### src/rtl/seq_decimalizer_pkg.sv
// Shared types and constants for the sequential binary-to-BCD converter.
// Digit-length constants size the decimal fields handed to the character renderer.
package seq_decimalizer_pkg;

    typedef logic [3:0] bcd_digit_t;

    typedef enum logic [1:0] {
        StIdle,
        StShift,
        StFinish
    } dec_state_e;

    localparam int unsigned DEC_MAX_DIGITS = 5;

    // Per-field digit lengths; each is a legal DIGITS value for seq_decimalizer.
    localparam int unsigned LEN_OPTION    = 2;
    localparam int unsigned LEN_GUESS     = 3;
    localparam int unsigned LEN_HIGHSCORE = 4;

endpackage

### src/rtl/bcd_add3_digit.sv
// Double-dabble correction cell: a BCD digit of 5 or more gets 3 added before the shift.
module bcd_add3_digit
    import seq_decimalizer_pkg::*;
(
    input  bcd_digit_t din,
    output bcd_digit_t dout
);

    assign dout = (din >= 4'd5) ? din + 4'd3 : din;

endmodule

### src/rtl/seq_decimalizer.sv
// Sequential shift-and-add-3 binary-to-BCD converter with start/busy/done handshake,
// overflow reporting and leading-zero blanking mask.
module seq_decimalizer
    import seq_decimalizer_pkg::*;
#(
    parameter int unsigned W_IN          = 11,
    parameter int unsigned DIGITS        = 4,
    parameter bit          BLANK_LEADING = 1'b1
) (
    input  logic                   clk,
    input  logic                   rst_n,
    input  logic                   start,
    input  logic [W_IN-1:0]        value,
    output logic                   busy,
    output logic                   done,
    output logic [DIGITS-1:0][3:0] digits,
    output logic [DIGITS-1:0]      digit_shown,
    output logic                   overflow
);

    localparam int unsigned CW = $clog2(W_IN + 1);
    localparam int unsigned AW = 4 * DIGITS;
    localparam logic [CW-1:0] CntOne  = CW'(1);
    localparam logic [CW-1:0] CntLoad = CW'(W_IN);

    dec_state_e state_q, state_d;

    logic [W_IN-1:0]          shift_q;
    bcd_digit_t [DIGITS-1:0]  bcd_q;
    bcd_digit_t [DIGITS-1:0]  corr;
    logic [CW-1:0]            cnt_q;
    logic                     ovf_acc_q;
    logic [AW+W_IN-1:0]       shifted;

    bcd_digit_t [DIGITS-1:0]  digits_q;
    logic [DIGITS-1:0]        shown_q, shown_d;
    logic                     ovf_q;
    logic                     done_q;
    logic                     seen;

    for (genvar g = 0; g < DIGITS; g++) begin : g_add3
        bcd_add3_digit u_add3 (
            .din  (bcd_q[g]),
            .dout (corr[g])
        );
    end

    assign shifted = {corr, shift_q} << 1;

    always_ff @(posedge clk) begin
        if (!rst_n) begin
            state_q <= StIdle;
        end else begin
            state_q <= state_d;
        end
    end

    always_comb begin
        state_d = state_q;
        unique case (state_q)
            StIdle:   if (start) state_d = StShift;
            StShift:  if (cnt_q == CntOne) state_d = StFinish;
            StFinish: state_d = StIdle;
            default:  state_d = StIdle;
        endcase
    end

    always_comb begin
        busy = (state_q != StIdle);
    end

    // Digit i is drawn once any digit at or above it is nonzero; units always drawn.
    always_comb begin
        seen    = 1'b0;
        shown_d = '1;
        if (BLANK_LEADING) begin
            for (int i = DIGITS - 1; i >= 0; i--) begin
                seen       = seen | (bcd_q[i] != 4'd0);
                shown_d[i] = seen;
            end
            shown_d[0] = 1'b1;
        end
    end

    always_ff @(posedge clk) begin
        if (!rst_n) begin
            shift_q   <= '0;
            bcd_q     <= '0;
            cnt_q     <= '0;
            ovf_acc_q <= 1'b0;
            digits_q  <= '0;
            shown_q   <= DIGITS'(1);
            ovf_q     <= 1'b0;
            done_q    <= 1'b0;
        end else begin
            done_q <= (state_q == StFinish);
            unique case (state_q)
                StIdle: begin
                    if (start) begin
                        shift_q   <= value;
                        bcd_q     <= '0;
                        cnt_q     <= CntLoad;
                        ovf_acc_q <= 1'b0;
                    end
                end
                StShift: begin
                    {bcd_q, shift_q} <= shifted;
                    cnt_q            <= cnt_q - CntOne;
                    // A corrected top digit >= 8 carries out of the accumulator.
                    ovf_acc_q        <= ovf_acc_q | corr[DIGITS-1][3];
                end
                StFinish: begin
                    digits_q <= bcd_q;
                    shown_q  <= shown_d;
                    ovf_q    <= ovf_acc_q;
                end
                default: ;
            endcase
        end
    end

    assign done        = done_q;
    assign digits      = digits_q;
    assign digit_shown = shown_q;
    assign overflow    = ovf_q;

endmodule

### config.mk
export PLATFORM = sky130hd
export DESIGN_NAME = seq_decimalizer
export DESIGN_NICKNAME = d
export VERILOG_FILES = /design/src/rtl/seq_decimalizer_pkg.sv /design/src/rtl/bcd_add3_digit.sv /design/src/rtl/seq_decimalizer.sv
export SDC_FILE = /design/constraint.sdc
export NUM_CORES = 1
export LEC_CHECK = 0
export CAP_MARGIN = 20
export CORE_MARGIN = 3
export CORE_UTILIZATION = 54
export DETAILED_ROUTE_END_ITERATION = 10
export PLACE_DENSITY = 0.78
export SLEW_MARGIN = 10
export SYNTH_ARGS = -nofsm -noshare
export SYNTH_HDL_FRONTEND = slang
export SYNTH_SLANG_ARGS = --single-unit
export TNS_END_PERCENT = 10
### constraint.sdc
create_clock -name clk -period 1.8 [get_ports clk]
set_clock_uncertainty 0.05 [all_clocks]
set_input_delay 0.36 -clock clk [delete_from_list [all_inputs] [get_ports clk]]
set_output_delay 0.36 -clock clk [all_outputs]
set_load 0.005 [all_outputs]
==> reports/metrics.yaml <==
synth:
  synth_edf_count: 0
  synth_most_common_cell: "nand2_1"
  avgSynthCellArea_um2: 8.400
  syn_area_mm2: 0.002520
  synthDistinctLibCells: 37
  synth-seq-cells: 55
  synth_seq_area_share_pct: 43.69
  yosys.area.top_type: "dfxtp_1"
  ys.warnings.count: 0
  synth.top_cell.area_share_pct: 43.69
  ys.flop_type: "dfxtp_1"
  synthCells: 300
  synth_common_cells: "57 x nand2_1, 55 x dfxtp_1, 38 x a21oi_1, 26 x o21ai_0"
  synthArstFlopShare_pct: 0
  synth_area_leaders: "dfxtp_1 44%, nand2_1 8.5%, a21oi_1 7.5%"
  synth_fp_nets: 327
setup_path:
  path_max_fanout: 6
  arrival_ps: 1310
  crit_path_end_kind: "primary output"
  rr_startpoint: "bcd_q[9]$_SDFFE_PN0P_"
  cp-start-kind: "flip-flop"
  worstSetupPathType: "flip-flop to primary output"
  critPathLaunch: "state_q[0]$_SDFFE_PN0P_"
  cp.required_ps: 1390
floorplan:
  core_area_mm2: 0.004444
  start_util_pct: 56.70
  dieArea_mm2: 0.005522
  io_pins: 37
  die_h_um: 74.31
  num_rows: 24
  die_width_um: 74.31
grt:
  grt_max_degree: 21
  grt_usage_pct: 20.82
  antenna_found_initial: 0
  gr-total-overflow: 0
  grt_pass1_wl_um: 8873
  grt_pass1_vias: 2030
route:
  via_per_inst: 5.518
  dr.pass1.iters: 4
  drt-total-wl_um: 5375
  dr_total_vias: 2152
  drt-initial-drc-count: 101
  wl_per_cell_um: 13.78
  antenna_left: 0
  drc_errors: 0
pwr:
  p_int_w: 0.001732
  seq_power_share_pct: 56.2
  cellPowerDensity_mw_per_mm2: 756.2
  p_leak_nw: 1.097
  p_clk_share_pct: 32.6
  p_comb_share_pct: 11.2
  ir_worst_vdd_v: 0.0004681
  swShare_pct: 25.01
  p_switching_w: 0.0005775
timing:
  final.setup.tns_ps: 0
  setup_viol: 0
  slew_viol_final: 0
  fmax_ghz: 0.5799
  hold_viol: 0
  hold_ws_ps: 406.7
  grt_setup_unrepaired: "false"
  min_period_over_period_pct: 95.80
  min_period_ps: 1724
layout:
  drive_gt1_share_pct: 10.36
  syn_to_final_growth_pct: 21.20
  postLayoutCoreUtil_pct: 68.72
  n_antenna_cell: 0
  final_nets: 364
  final_cells: 390
clocking:
  insertion_delay_ps: 310
  cts_made_buffers: 5
  clock_sinks: 55
  clockBufferDepth: 2
  clk_pin_slew_ps: 100
  cts_hold_buf: 0
  cts_tree: "yes"
  clockRootBuffer: "clkbuf_8"
  cts_htree_levels: 2
place:
  place_congestion: 0.7916
  dp.cells: 382
  port_buffers: 35
  dp_hpwl_um: 3840
run:
  cap_violations: 0
run_status:
  status: "finished, final reports clean"
min_path:
  min_from: "digits[15]$_SDFFE_PN0P_"
  hp-class: "flip-flop to flip-flop"
[flip-flops by register name, summed over array words and instances (netlist names)]
register / count
done: 1
digit_shown: 3
shift_q: 11
state_q: 2
cnt_q: 4
digits: 16
bcd_q: 16
overflow: 1
ovf_acc_q: 1
[power groups by stage]
stage / clock network, W / registers (W) / logic, W
2_1_floorplan: 0 / 0.00131 / 0.000180
3_3_place_gp: 0 / 0.00132 / 0.000251
3_5_place_dp: 0 / 0.00132 / 0.000257
4_1_cts: 0.000765 / 0.00130 / 0.000260
5_1_grt: 0.000821 / 0.00131 / 0.000289
6_report: 0.000752 / 0.00130 / 0.000259
[kinds of logic after synthesis]
| kind of cell | count (synthesis) | synth area share [%] |
|---|---|---|
| multiplexers | 4 | 1.787 |
| adder cells (fa/ha/maj) | 13 | 6.455 |
| AND/OR/NAND/NOR | 96 | 17.68 |
| buffers and inverters | 35 | 6.703 |
| flip-flops | 55 | 43.69 |
| AO/OA/AOI/OAI | 89 | 21.10 |
| other | 1 | 0.1488 |
| XOR/XNOR | 7 | 2.433 |
[repair_timing]
action                     in CTS  in global routing
gates resized for setup         3                  3
gates cloned                    0                  0
buffers inserted                0                  0
setup endpoints to repair       1                  1
[area by class of cell]
cell class                 count  area (µm²)
clock buffer                   7       96.34
clock inverter                 1       7.507
fill                         383        1390
inverter                      15       56.30
multi-input combinational    210        1257
sequential                    55        1109
tap                           52       65.06
timing repair buffer          50       462.9
[critical path, stage by stage (launching register included)]
cell             delay (ps)
dfxtp_4                 410
nor2_4                   50
inv_1                    50
clkdlybuf4s50_1         490
[layer usage]
layer / routed length, µm / vias up / global-route usage [%] / share of wire, %
met5: 0 / - / 0 / 0
met4: 99 / 0 / 8.498 / 1.8
met3: 228 / 9 / 4.459 / 4.2
met2: 2740 / 45 / 37.70 / 51
met1: 2307 / 1001 / 23.67 / 43
li1: - / 1097 / - / -
[placed cells by master (no fill, tap or decap), types with 4 or more instances in the layout]
cell type,synthesis,layout
buf_4,4,15
xnor2_1,5,5
inv_1,15,15
nand3_1,5,5
clkdlybuf4s50_1,0,35
a21oi_1,38,38
nor3_1,5,5
mux2_2,4,4
clkbuf_8,0,7
dfxtp_1,55,53
nand2_1,57,57
o21ai_0,26,26
o22ai_1,5,5
o221ai_1,9,9
ha_1,13,13
nand2b_1,4,4
nor2_1,15,14
[through the flow]
stage                     total power, W  cell area, µm²  worst slack [ps]
after floorplan                 0.001493            2520             264.8
after global placement          0.001575            2935             75.16
after detailed placement        0.001582            2935             19.87
after CTS                       0.002323            3044             23.42
after global routing            0.002416            3054             10.41
final                           0.002310            3054             75.64
[final timing paths]
path | cells after the start | slack [ps] | endpoint
max | 3 | 80 | busy
min | 2 | 410 | digits[15]$_SDFFE_PN0P_
max reg2reg | 6 | 130 | bcd_q[10]$_SDFFE_PN0P_
min reg2reg | 2 | 410 | digits[15]$_SDFFE_PN0P_
Power figures use the tool's default switching activity.
==> RTL change 1 (config.mk and constraints unchanged) <==
Re-encode `dec_state_e` (3 states) as one-hot, 3 bits wide.
--- a/src/rtl/seq_decimalizer_pkg.sv
+++ b/src/rtl/seq_decimalizer_pkg.sv
@@ -5,8 +5,8 @@
     typedef logic [3:0] bcd_digit_t;
 
-    typedef enum logic [1:0] {
-        StIdle,
-        StShift,
-        StFinish
+    typedef enum logic [2:0] {
+        StIdle   = 3'b001,
+        StShift  = 3'b010,
+        StFinish = 3'b100
     } dec_state_e;
 
Check against the original RTL: same outputs for any inputs over 10 cycles, from zero or initial values and one cycle with rst_n low; not proved beyond that.
==> RTL change 1 against the unedited design <==
Register-to-register slack worse by 40 ps. Setup slack better by 4.5 ps. Hold slack better by 1.3 ps. Wire length is 2.9% lower. Critical path depth is 1 lower. Combinational power shrank 21%. Sequential cell count rose by 1. Area after synthesis fell by 2.4%. Cell area is 0.45% higher. Count of clock-buffer cells in the layout unchanged. Total power rose by 3.4%. Die area shrank 2.2%. Global-route usage decreased by 0.090 points. Sequential share of layout area up 0.45 points. Critical path type unchanged. Largest cell class unchanged.
==> RTL change 1: results (changes against the unedited design) <==
[yosys]
avgSynthCellArea_um2 = 8.60  ; +2.4%
synth_fp_nets = 313  ; -4.3%
synthTopCellsByCount = dfxtp_1 (56), nand2_1 (51), a21oi_1 (48), o21ai_0 (18), ha_1 (13)
synth_warnings = 0  ; unchanged
synthTopCellsByArea = dfxtp_1 (46%), a21oi_1 (9.8%), nand2_1 (7.8%), ha_1 (6.6%), o2bb2ai_1 (3.9%)
yosysSeqAreaShare_pct = 45.6  ; +1.9 points
synth_cell_types = 35  ; -5.4%

[grt]
grt_pass1_vias = 1981  ; -2.4%
use_met1_pct = 26.5  ; +2.9 points
grt_pass1_wl_mm = 8.82  ; -0.62%
grt.met2_usage_pct = 35.1  ; -2.6 points
grt_start_max_net_pins = 20  ; -4.8%
groute.usage.overall_pct = 20.7  ; -0.090 points
grt_use_met3_pct = 4.92  ; +0.47 points
antenna_found_initial = 0  ; unchanged

[layout]
fin_cells = 380  ; -2.6%
nNetsFinal = 356  ; -2.2%
drive_gt1_share_pct = 12.7  ; +2.4 points
fillCellCount = 339  ; -11%
final-seq-area_um2 = 1130  ; +1.7%

[min_path]
hp-class = flop to flop

[worst_setup_path]
path_max_fanout = 5  ; -1
arrival_ps = 1310  ; about the same
r2r_slack_ps = 90  ; -40 ps

[drt]
avgRoutedWirePerCell_um = 13.7  ; -0.31%
routed_via_density = 5.53  ; +0.20%
drt_pass1_iterations = 4  ; unchanged
drt_iter0_markers = 172  ; +70%

[cts]
clockBufferDepth = 2  ; unchanged
cts-root-buf = clkbuf_8
numCtsBuffers = 5  ; unchanged
clock_latency_ps = 310  ; about the same

[sta]
worstMarginPinSlew_ps = 647
timing.hold.ws_ps = 408  ; +1.34 ps
setup_slack_ps = 80.1  ; +4.48 ps

[place]
portBuffers = 35  ; unchanged
gp_congestion = 0.854  ; +7.9%
dp_slack_ps = -165  ; -184 ps
dp_hpwl_mm = 3.83  ; -0.29%
dpl.cell_count = 371  ; -2.9%
placed_area_um2 = 2920  ; -0.51%

[run_status]
status = finished, final reports clean

[power_and_ir_drop]
ir_worst_vdd_mv = 0.485  ; +3.7%
cellLeakagePower_nw = 1.11  ; +0.75%
total_power_mw = 2.39  ; +3.4%

RTL change 1: power by group:
group	total (mW)	switching (mW)	leakage, nW	internal, mW
clock network	0.886	0.395	0.0645	0.491
logic	0.205	0.105	0.585	0.0997
registers	1.30	0.0227	0.456	1.27
RTL change 1: kinds of logic (layout without fill, tap and decap cells):
group | count (synthesis) | in the layout | synth area share (%)
fa+ha+maj | 13 | 13 | 6.61
other cells | 1 | 1 | 0.152
flops | 56 | 56 | 45.6
simple gates | 93 | 93 | 18.4
mux | 4 | 4 | 1.83
compound gates | 86 | 86 | 20.2
buf+inv | 27 | 71 | 5.14
xor+xnor | 6 | 6 | 2.14
RTL change 1: final timing paths:
path / startpoint / endpoint / cells after the start
worst max register to register: bcd_q[12] / digit_shown[1] / 5
worst max-delay path: state_q[1] / busy / 2
worst min-delay path: digits[5] / digits[5] / 2
worst min register to register: digits[5] / digits[5] / 2
RTL change 1: worst max-delay path, cell delays in order, from the launching register on:
cell	delay [ps]
dfxtp_2	340
or3b_2	450
clkdlybuf4s15_1	210
RTL change 1: cell type report:
type                       count  share of cell area (%)
multi-input combinational    203                    39.8
inverter                      11                    1.35
tap                           50                    2.04
clock buffer                   7                    3.14
clock inverter                 1                   0.979
timing repair buffer          52                    16.0
sequential                    56                    36.7
RTL change 1: what timing repair did:
item,in CTS,in global routing
hold buffers,0,0
setup endpoints to repair,1,3
cloned,0,0
buffers inserted,0,1
gates resized for setup,2,6
hold endpoints to repair,0,0
RTL change 1: per-layer routing:
metal / part of all wire [%] / vias up
li1: - / 1062
met1: 44 / 978
met2: 49 / 57
met3: 6.0 / 4
met4: 0.77 / 0
met5: 0 / -
==> RTL change 2 (same settings) <==
Made on the original files. Change the parameter `BLANK_LEADING` from 1'b1 to 1'b0.
--- a/src/rtl/seq_decimalizer.sv
+++ b/src/rtl/seq_decimalizer.sv
@@ -6,5 +6,5 @@
     parameter int unsigned W_IN          = 11,
     parameter int unsigned DIGITS        = 4,
-    parameter bit          BLANK_LEADING = 1'b1
+    parameter bit          BLANK_LEADING = 1'b0
 ) (
     input  logic                   clk,
Check against the original RTL: same outputs for any inputs over 10 cycles, from zero or initial values and one cycle with rst_n low; that may be too few to reach the edited logic, so the function may still have changed.
==> RTL change 2 against the unedited design <==
Total power rose by 1.0%. First-iteration DRC count rose by 67%. Cell area rose by 0.45%. Wire length rose by 5.4%. Sequential cell count fell by 2. Largest power group unchanged. Core utilization fell by 0.15 points. Critical path depth fell by 2. Area after synthesis rose by 1.5%. Setup slack improved by 110 ps.
==> RTL change 2: results (changes against the unedited design) <==
[drt]
wl_met3_um = 232  ; +1.8%
wl_met1_mm = 2.61  ; +13%
wl_mm = 5.67  ; +5.4%
routed_via_density = 5.92  ; +7.2%
drt_iter0_markers = 169  ; +67%
drt_pass1_iterations = 5  ; +1
met2_length_mm = 2.74  ; +0.15%

[yosys]
synth_fp_nets = 319  ; -2.4%
synth.most_common_cell = dfxtp_1
synthTopCellsByCount = dfxtp_1 (53), nand2_1 (37), a21oi_1 (34), nand3_1 (19), inv_1 (15)
synth_cells = 295  ; -1.7%
yosysSeqAreaShare_pct = 41.5  ; -2.2 points
synth_cell_types = 38  ; +2.7%
synthTopCellsByArea = dfxtp_1 (41%), a21oi_1 (6.7%), nand2_1 (5.4%), ha_1 (4.9%), nand3_1 (3.7%)

[power_and_ir_drop]
cellLeakagePower_nw = 1.08  ; -1.4%
pwr-share-clk_pct = 33.5  ; +0.9 points
swShare_pct = 24.5  ; -0.53 points
p_comb_share_pct = 13.0  ; +1.8 points
ir_worst_vdd_mv = 0.577  ; +23%

[min_path]
hold_end = digits[8]
min-delay-start = digits[8]

[worst_setup_path]
reg2reg_from = bcd_q[13]
crit_end = digit_shown[3]
arrival_ps = 1200  ; -110 ps
r2r_slack_ps = 310  ; +180 ps
critPathMaxStageDelay_ps = 520  ; +30 ps
path_max_fanout = 4  ; -2
crit_start = digit_shown[1]
r2r_cells = 5  ; -1

[sta]
timing.hold.ws_ps = 406  ; -0.644 ps
fmax_mhz = 620  ; +6.9%

[cts]
clk_pin_slew_worst_paths_ps = 90
cts-root-buf = clkbuf_8

[place]
dpl.cell_count = 372  ; -2.6%
gp_congestion = 0.787  ; -0.61%
placed_area_um2 = 2940  ; +0.17%

[grt]
groute.usage.overall_pct = 22.0  ; +1.2 points
grt_pass1_wl_mm = 9.60  ; +8.2%
grt_start_max_net_pins = 19  ; -9.5%

[layout]
drive_gt1_share_pct = 13.1  ; +2.7 points
fillCellCount = 390  ; +1.8%
fin_cells = 381  ; -2.3%
nNetsFinal = 353  ; -3.0%

[run_status]
status = finished, final reports clean

[RTL change 2: changes by cell type after synthesis, moves of 5 or more]
cell      before  now
nand3_1        5   19
nor2_1        15    7
a2111o_1       0    8
nand2_1       57   37
buf_2          6   11
o21ai_0       26   14
or3b_2         0    6
o211ai_1       0    8
[RTL change 2: cells by family (layout without fill, tap and decap cells)]
| group | after synthesis | after routing | share of synthesized area [%] |
|---|---|---|---|
| adder cells (fa/ha/maj) | 10 | 10 | 4.89 |
| AO/OA/AOI/OAI | 92 | 92 | 24.2 |
| AND/OR/NAND/NOR | 91 | 91 | 18.8 |
| flip-flops | 53 | 53 | 41.5 |
| other | 1 | 1 | 0.147 |
| buffers and inverters | 43 | 77 | 8.76 |
| XOR/XNOR | 5 | 5 | 1.71 |
[RTL change 2: cell type report]
| class | instances | area share, % |
|---|---|---|
| clock inverter | 2 | 1.14 |
| tap | 52 | 2.12 |
| sequential | 53 | 34.7 |
| clock buffer | 5 | 2.24 |
| multi-input combinational | 199 | 41.5 |
| inverter | 15 | 1.96 |
| timing repair buffer | 55 | 16.4 |
[RTL change 2: timing repair]
action | in CTS | in global routing
hold buffers | 0 | 0
gates resized for setup | 3 | 1
endpoints found under the setup margin | 1 | 1
pin swaps | 0 | 0
buffers inserted | 1 | 1
[RTL change 2: through the flow]
step | utilization [%] | total power [mW] | setup WS [ps]
6_report | 68.6 | 2.33 | 186
5_1_grt | 68.6 | 2.43 | 134
4_1_cts | 68.3 | 2.35 | 31.5
3_5_place_dp | 65.7 | 1.57 | -41.3
3_3_place_gp | 65.7 | 1.56 | 5.94
2_1_floorplan | - | 1.47 | 478
[RTL change 2: routing by layer]
layer,global-route usage (%),vias up
li1,-,1114
met1,30.7,1079
met2,34.1,54
met3,4.94,7
met4,6.52,0
met5,0,-
